$ cat src/rtl/control_unit.sv
// control_unit: hardwired Moore sequencer driving the Datapath control ports.
// Fetch runs T0-T2, execute runs T3-T7. Only the step register is clocked.
// All strobes decode combinationally from the step and the opcode IR[31:27].
//
// Ports:
//   Clock, Clear       rising-edge clock, async active-high reset
//   IR                 current instruction (opcode in the top OP_W bits)
//   CON_FF             branch condition, gates PCin in the last brx step
//   Stop               level halt request, taken only at an instruction boundary
//   Run                1 while sequencing, 0 in RESET/HALT
//   alu_op             ALU operation select (Datapath opcode encoding)
//   remaining outputs  one-to-one Datapath load/drive/select strobes
module control_unit #(
    parameter int OP_W = 5,
    parameter int IR_W = 32
) (
    input  logic            Clock,
    input  logic            Clear,
    input  logic [IR_W-1:0] IR,
    input  logic            CON_FF,
    input  logic            Stop,
    output logic            Run,
    output logic [OP_W-1:0] alu_op,
    output logic            Read, Write,
    output logic            PCin, IRin, Yin, Zin, MARin, MDRin, HIin, LOin,
    output logic            Out_Portin, In_Portin, Rin, CONin,
    output logic            PCout, MDRout, Zhiout, Zlowout, HIout, LOout,
    output logic            Cout, InPortout, Rout, BAout,
    output logic            Gra, Grb, Grc, IncPC
);
    typedef enum logic [3:0] {
        S_RESET, S_T0, S_T1, S_T2, S_T3, S_T4, S_T5, S_T6, S_T7, S_HALT
    } state_t;

    localparam logic [OP_W-1:0] OP_LD   = OP_W'(0),  OP_LDI  = OP_W'(1),
                                OP_ST   = OP_W'(2),  OP_ADD  = OP_W'(3),
                                OP_AND  = OP_W'(5),  OP_OR   = OP_W'(6),
                                OP_SHL  = OP_W'(11), OP_ADDI = OP_W'(12),
                                OP_ANDI = OP_W'(13), OP_ORI  = OP_W'(14),
                                OP_DIV  = OP_W'(15), OP_MUL  = OP_W'(16),
                                OP_NEG  = OP_W'(17), OP_NOT  = OP_W'(18),
                                OP_BRX  = OP_W'(19), OP_JR   = OP_W'(20),
                                OP_JAL  = OP_W'(21), OP_IN   = OP_W'(22),
                                OP_OUT  = OP_W'(23), OP_MFHI = OP_W'(24),
                                OP_MFLO = OP_W'(25), OP_HALT = OP_W'(27);

    state_t          state, nxt, fin;
    logic [OP_W-1:0] op;
    logic [2:0]      last;      // final step number of the current instruction
    logic            is_alu, is_imm;
    logic            unused_ir;

    assign op        = IR[IR_W-1 -: OP_W];
    assign unused_ir = ^IR[IR_W-OP_W-1:0];
    assign is_alu    = (op >= OP_ADD) && (op <= OP_SHL);
    assign is_imm    = (op >= OP_ADDI) && (op <= OP_ORI);
    // Stop is only looked at here, so a running instruction always completes.
    assign fin       = Stop ? S_HALT : S_T0;

    always_comb begin
        last = 3'd2;                       // nop, 111xx and halt end after fetch
        if (is_alu || is_imm) last = 3'd5;
        case (op)
            OP_LD, OP_ST:                   last = 3'd7;
            OP_LDI:                         last = 3'd5;
            OP_MUL, OP_DIV, OP_BRX:         last = 3'd6;
            OP_NEG, OP_NOT, OP_JAL:         last = 3'd4;
            OP_JR, OP_IN, OP_OUT,
            OP_MFHI, OP_MFLO:               last = 3'd3;
            default: ;
        endcase
    end

    always_ff @(posedge Clock or posedge Clear) begin
        if (Clear) state <= S_RESET;
        else       state <= nxt;
    end

    always_comb begin
        nxt = state;
        case (state)
            S_RESET: nxt = S_T0;
            S_T0:    nxt = S_T1;
            S_T1:    nxt = S_T2;
            S_T2:    nxt = (op == OP_HALT) ? S_HALT : (last == 3'd2) ? fin : S_T3;
            S_T3:    nxt = (last == 3'd3) ? fin : S_T4;
            S_T4:    nxt = (last == 3'd4) ? fin : S_T5;
            S_T5:    nxt = (last == 3'd5) ? fin : S_T6;
            S_T6:    nxt = (last == 3'd6) ? fin : S_T7;
            S_T7:    nxt = fin;
            S_HALT:  nxt = S_HALT;
            default: nxt = S_RESET;
        endcase
    end

    always_comb begin
        Run = 1'b0; alu_op = '0; Read = 1'b0; Write = 1'b0;
        PCin = 1'b0; IRin = 1'b0; Yin = 1'b0; Zin = 1'b0; MARin = 1'b0;
        MDRin = 1'b0; HIin = 1'b0; LOin = 1'b0; Out_Portin = 1'b0;
        In_Portin = 1'b0; Rin = 1'b0; CONin = 1'b0;
        PCout = 1'b0; MDRout = 1'b0; Zhiout = 1'b0; Zlowout = 1'b0;
        HIout = 1'b0; LOout = 1'b0; Cout = 1'b0; InPortout = 1'b0;
        Rout = 1'b0; BAout = 1'b0;
        Gra = 1'b0; Grb = 1'b0; Grc = 1'b0; IncPC = 1'b0;
        Run = (state != S_RESET) && (state != S_HALT);
        case (state)
            S_T0: begin PCout = 1'b1; MARin = 1'b1; IncPC = 1'b1; Zin = 1'b1; end
            S_T1: begin Zlowout = 1'b1; PCin = 1'b1; Read = 1'b1; MDRin = 1'b1; end
            S_T2: begin MDRout = 1'b1; IRin = 1'b1; end
            S_T3: case (op)
                OP_LD, OP_LDI, OP_ST: begin Grb = 1'b1; BAout = 1'b1; Yin = 1'b1; end
                OP_MUL, OP_DIV:  begin Gra = 1'b1; Rout = 1'b1; Yin = 1'b1; end
                OP_NEG, OP_NOT:  begin Grb = 1'b1; Rout = 1'b1; Zin = 1'b1; alu_op = op; end
                OP_BRX:          begin Gra = 1'b1; Rout = 1'b1; CONin = 1'b1; end
                OP_JR:           begin Gra = 1'b1; Rout = 1'b1; PCin = 1'b1; end
                OP_JAL:          begin PCout = 1'b1; Grb = 1'b1; Rin = 1'b1; end
                OP_IN:           begin InPortout = 1'b1; Gra = 1'b1; Rin = 1'b1; end
                OP_OUT:          begin Gra = 1'b1; Rout = 1'b1; Out_Portin = 1'b1; end
                OP_MFHI:         begin HIout = 1'b1; Gra = 1'b1; Rin = 1'b1; end
                OP_MFLO:         begin LOout = 1'b1; Gra = 1'b1; Rin = 1'b1; end
                default: if (is_alu || is_imm) begin Grb = 1'b1; Rout = 1'b1; Yin = 1'b1; end
            endcase
            S_T4: case (op)
                OP_LD, OP_LDI, OP_ST: begin Cout = 1'b1; Zin = 1'b1; alu_op = OP_ADD; end
                OP_MUL, OP_DIV:  begin Grb = 1'b1; Rout = 1'b1; Zin = 1'b1; alu_op = op; end
                OP_NEG, OP_NOT:  begin Zlowout = 1'b1; Gra = 1'b1; Rin = 1'b1; end
                OP_BRX:          begin PCout = 1'b1; Yin = 1'b1; end
                OP_JAL:          begin Gra = 1'b1; Rout = 1'b1; PCin = 1'b1; end
                default: begin
                    if (is_alu) begin Grc = 1'b1; Rout = 1'b1; Zin = 1'b1; alu_op = op; end
                    if (is_imm) begin
                        Cout = 1'b1; Zin = 1'b1;
                        // immediate forms reuse the register-form ALU encodings
                        alu_op = (op == OP_ANDI) ? OP_AND : (op == OP_ORI) ? OP_OR : OP_ADD;
                    end
                end
            endcase
            S_T5: case (op)
                OP_LD, OP_ST:    begin Zlowout = 1'b1; MARin = 1'b1; end
                OP_LDI:          begin Zlowout = 1'b1; Gra = 1'b1; Rin = 1'b1; end
                OP_MUL, OP_DIV:  begin Zlowout = 1'b1; LOin = 1'b1; end
                OP_BRX:          begin Cout = 1'b1; Zin = 1'b1; alu_op = OP_ADD; end
                default: if (is_alu || is_imm) begin Zlowout = 1'b1; Gra = 1'b1; Rin = 1'b1; end
            endcase
            S_T6: case (op)
                OP_LD:           begin Read = 1'b1; MDRin = 1'b1; end
                // Read stays low so MDR loads from the bus rather than memory
                OP_ST:           begin Gra = 1'b1; Rout = 1'b1; MDRin = 1'b1; end
                OP_MUL, OP_DIV:  begin Zhiout = 1'b1; HIin = 1'b1; end
                OP_BRX:          begin Zlowout = 1'b1; PCin = CON_FF; end
                default: ;
            endcase
            S_T7: case (op)
                OP_LD:           begin MDRout = 1'b1; Gra = 1'b1; Rin = 1'b1; end
                OP_ST:           Write = 1'b1;
                default: ;
            endcase
            default: ;
        endcase
    end
endmodule

$ cat config.mk
export PLATFORM = sky130hd
export DESIGN_NAME = control_unit
export DESIGN_NICKNAME = d
export VERILOG_FILES = /design/src/rtl/control_unit.sv
export SDC_FILE = /design/constraint.sdc
export NUM_CORES = 1
export LEC_CHECK = 0
export BUFFER_PORTS_ARGS = -buffer_cell sky130_fd_sc_hd__buf_4
export CAP_MARGIN = 20
export CELL_PAD_IN_SITES_DETAIL_PLACEMENT = 1
export CELL_PAD_IN_SITES_GLOBAL_PLACEMENT = 2
export CORE_MARGIN = 2
export CORE_UTILIZATION = 18
export DETAILED_ROUTE_END_ITERATION = 10
export PLACE_DENSITY_LB_ADDON = 0.1
export RECOVER_POWER = 100
export SYNTH_ARGS = -nofsm -noshare
export SYNTH_HDL_FRONTEND = slang
export SYNTH_SLANG_ARGS = --single-unit
$ cat constraint.sdc
create_clock -name Clock -period 1.6 [get_ports Clock]
set_input_delay 0.16 -clock Clock [delete_from_list [all_inputs] [get_ports Clock]]
set_output_delay 0.16 -clock Clock [all_outputs]
set_load 0.005 [all_outputs]
### After elaboration in Yosys (flattened, before gate mapping)

Index checks and enable logic that the tools add are counted.

| word-level totals | value |
|---|---|
| flip-flop bits (word level) | 4 |
| bits of input ports | 36 |
| output and inout bits | 34 |

| cells by class | value |
|---|---|
| order comparisons | 4 |
| equality and inequality tests | 31 |
| multiplexer cells | 74 |
| reductions and logical operators | 27 |

Operators by type and width:

| operator | number |
|---|---|
| $eq 5x5->1 const B | 11 |
| $pmux 4 s10 | 1 |
| $mux 1 | 34 |
| $pmux 1 s2 | 15 |
| $pmux 5 s3 | 2 |
| $mux 4 | 7 |
| $reduce_or 6->1 | 3 |
| $reduce_or 9->1 | 2 |
| $eq 4x3->1 const B | 4 |
| $pmux 1 s4 | 4 |
| $eq 5x4->1 const B | 3 |
| $mux 5 | 3 |
| $pmux 3 s5 | 1 |
| $reduce_or 5->1 | 3 |
| $reduce_or 7->1 | 2 |
| $reduce_or 3->1 | 4 |
| $le 5x4->1 const B | 2 |
| $eq 3x3->1 const B | 3 |
| $mux 3 | 3 |
| $eq 4x2->1 const B | 2 |
| $eq 4x4->1 const B | 2 |
| $reduce_or 4->1 | 2 |
| $reduce_or 8->1 | 1 |
| $eq 3x2->1 const B | 2 |
| 15 further kinds | 20 |

### Depth between registers and ports, before layout

| logic depth | value |
|---|---|
| word-level depth | 9 |
| mapped depth | 7 |
| mapped depth without buffers | 5 |

### Worst setup path before layout

OpenSTA, ideal clock, no wires.

| timing path | value |
|---|---|
| path type | register -> register |
| start | reg state[2] |
| end | reg state[3] |
| library setup time | 0.126 ns |
| data arrival time | 1.502 ns |
| required time | 1.474 ns |
| setup slack | -0.028 ns |
| cell stages (with the launch flop) | 7 |
| path buffers | 1 |
| cell sequence | dfrtp_1 buf_2 nor2b_2 nand2_2 o22ai_1 o32a_1 a311o_1 |

| between the ends | value |
|---|---|
| longest elaborated chain between the ends | 2 |

RTL lines:

| element | line | text |
|---|---|---|
| start: declaration | 47 | `state_t state, nxt, fin;` |
| start signal: assignment | 76 | `else state <= nxt;` |
| $eq 4x4->1 (tied with other cells) | 81 | `case (state)` |
| $pmux 4 s10 * | 81 |  |
| net nxt[3] | 47 |  |

The timed path passes the listed nets; every way through them passes the cells marked *.

### Worst setup path in the final report

| timing path | value |
|---|---|
| start | reg state[0] |
| end | out Gra |

| between the ends | value |
|---|---|
| longest elaborated chain between the ends | 2 |

RTL lines:

| element | line | text |
|---|---|---|
| $eq 4x4->1 / $eq 4x3->1 (equally long branches) | 106 | `case (state)` |
| $pmux 1 s5 * | 106 |  |
| end: declaration | 29 | `output logic Gra, Grb, Grc, IncPC` |

Mark *: on every way between the ends. The rest lies on a longest branch, timed or not.

==> run_results.csv <==
group,metric,value,unit
outcome,run_status,"complete, but fails checks",
outcome,violations,"negative setup slack",
drt,post_drt_wl_per_cell,17.03,um
placement,dp.cells,361,
cts,h-tree-depth,1,
synth,yosys.cell_count.top_type,"nand2_1",
setup_path,path_class,"register to output port",
die,die_x,84.53,um
setup_path,worstPathMaxFanout,4,
sta,period_needed,1.884,ns
synth,yosysTopAreaCell,"nand2_1",
setup_path,rrSetupSlack,-0.18,ns
die,fp.coreArea,0.006314,mm2
sta,max_freq,530.7,MHz
synth,ys_top_cells_by_count,"nand2_1 (27), nor2_1 (24), o21ai_0 (15)",
sta,final_max_slew_viol_count,0,
synth,yosys_warnings,0,
setup_path,setup.worst_path.start,"state[0]",
grt,grt_pass1_wl,10.54,mm
finish,drive_above_1_share,60.53,%
drt,vias,1882,
cts,numCtsBuffers,3,
finish,largest_register,"state",
die,die_area,0.007145,mm2
synth,synthesis.area,0.001167,mm2
cts,cts_root_buf,"clkbuf_8",
placement,portBuffers,41,
synth,synth_edf_count,0,
pwr,peakVddDrop,0.6002,mV
synth,ys_seq_elements,4,
drt,post-route-drc-count,0,
cts,cts_tree,"built",
synth,avgSynthCellArea,6.080,um2
setup_path,worstPathRequired,1.44,ns
placement,dp.final_hpwl,5.047,mm
die,start_util,18.49,%
setup_path,worst_setup_path_end_kind,"output port",
setup_path,reg2reg_to,"state[3]",
sta,finalWorstSetupSlack,-0.2843,ns
synth,async_flop_share,100.0,%
finish,diodes,0,
synth,synth.area.top_cells,"nand2_1 (8.7%), dfrtp_1 (8.6%), nor2_1 (7.7%)",
pwr,powerDensity,1135,mW/mm2
run,cap_viol_max_count,0,
drt,routed_via_density,4.940,
cts,clkSlewWorstSetupHoldPaths,0.03,ns
finish,largest_reg_flops,4,
drt,totalWireLength,6.487,mm
finish,stdcell_count,381,
synth,ys_types,49,
synth,synth-seq-area-share,8.574,%
die,rows,29,
hold_path,hold_class,"input port to register",
cts,cts.sinks,4,
sta,slew-limit-headroom,61.67,%
setup_path,r2r_cells,7,
sta,finalHoldViolations,0,
finish,synthToLayoutAreaGrowth,117.6,%
sta,rsz0062_at_grt,"yes",
placement,dpl-instance-area,0.001991,mm2
cts,clock_latency,0.21,ns
die,die_y,84.53,um
setup_path,rr_startpoint,"state[2]",
drt,drt_iter0_drc,89,
die,num_io_pins,70,
sta,finalSetupViolations,29,
finish,fin_util,40.23,%
placement,gp_congestion,0.8242,
grt,grt.total_usage,17.92,%
grt,grt_pass1_vias,2030,
sta,final.period_utilization,117.8,%
sta,worstMarginPinSlew,0.5750,ns
pwr,power.leakage,1.154,nW
synth,synth_top_area_share,8.682,%
finish,fin_nets,342,
setup_path,critical_path_arrival,1.72,ns
drt,firstDrtPassIters,4,
setup_path,start_kind,"register",
grt,antenna_found_initial,0,
synth,synth_nets,228,
grt,grt-ovfl-total,0,
finish,postLayoutCellArea,0.002540,mm2
setup_path,crit_path_end,"Gra",
synth,dominantRegCellSynth,"dfrtp_1",
finish,reg_top3,"state x4",
grt,grt_start_max_net_pins,12,
synth,synth_cells,192,
cts,clock_path_buffers,2,
sta,skew,0.0008917,ns
drt,drtAntennaViolNets,0,
power breakdown:
part,internal [mW],leakage (nW),switching (mW),total [mW]
Sequential,0.159,0.0469,0.0944,0.253
Combinational,1.29,1.09,1.13,2.42
Clock,0.160,0.0216,0.0480,0.208
Total,1.61,1.15,1.27,2.88
cell type report:
class | count | area, um2
fill | 789 | 3774
inverter | 8 | 30.03
multi-input combinational | 161 | 1219
tap | 77 | 96.34
sequential | 4 | 103.9
timing repair buffer | 128 | 1050
clock buffer | 3 | 41.29
metrics by stage:
step                hold slack (ns)  worst slack [ns]  power (mW)   TNS, ns
floorplan                  -0.07392          -0.02786       1.032  -0.03560
global placement            0.05049           -0.1669       2.003    -1.630
detailed placement          0.05821           -0.1957       2.026    -2.009
CTS                          0.2542           -0.3117       2.714    -5.258
global route                 0.2866           -0.3890       3.109    -7.967
finish                       0.2530           -0.2843       2.883    -5.126
cell usage in the layout, fill, tap and decap left out, types with 3 or more instances in the layout:
cell type  count
o32a_1         3
nor2_4         4
o22ai_1        4
nor2b_1        3
a21oi_1       12
nand3_2        3
nor3_4         3
nor4_2         3
nand2_4        3
o21ai_1        8
nand2b_1       3
nor2_2         5
nand2_1       21
nand3_1        3
buf_6         25
o21ai_2        4
o21ai_0        5
clkbuf_8       3
nor2_1        15
inv_1          7
nand2_2        4
nand4_1        4
buf_4         98
dfrtp_2        3
nand3b_1       3
repair_timing:
item                       CTS  global route
buffers inserted            12             5
hold endpoints to repair     4             0
setup endpoints to repair   34            34
resized for setup           71            30
pin swaps                   22            22
hold buffers                 1             0
worst min-delay path by stage:
stage               depth (start not counted)   from  slack (ns)  endpoint
floorplan                                   1  Clear       -0.07  state[0]
global placement                            2  Clear        0.05  state[2]
detailed placement                          2  Clear        0.06  state[0]
CTS                                         2   Stop        0.25  state[3]
global route                                2   Stop        0.29  state[3]
finish                                      2   Stop        0.25  state[3]
routing by layer:
metal | global-route usage [%] | wire, um | up-vias
li1 | - | - | 915
met2 | 32.71 | 3324 | 43
met3 | 1.377 | 215 | 0
met1 | 23.78 | 2948 | 924
met5 | 0 | 0 | -
met4 | 1.732 | 0 | 0
critical path, cell delays in order (launching register included):
cell      delay (ns)
dfrtp_2         0.43
nor4bb_2        0.17
buf_4           0.16
nand3_2         0.07
o31ai_2         0.07
a221oi_2        0.31
o211ai_1        0.14
buf_4           0.16
cell families (layout without fill, tap and decap cells):
kind of cell | Yosys count | in the layout | synth area share [%]
other | 1 | 1 | 0.3212
AO/OA/AOI/OAI | 58 | 58 | 32.16
AND/OR/NAND/NOR | 98 | 98 | 43.84
XOR/XNOR | 4 | 4 | 3.002
buffers and inverters | 27 | 139 | 12.11
flip-flops | 4 | 4 | 8.575
No activity file was read; power rests on OpenSTA's default activity.
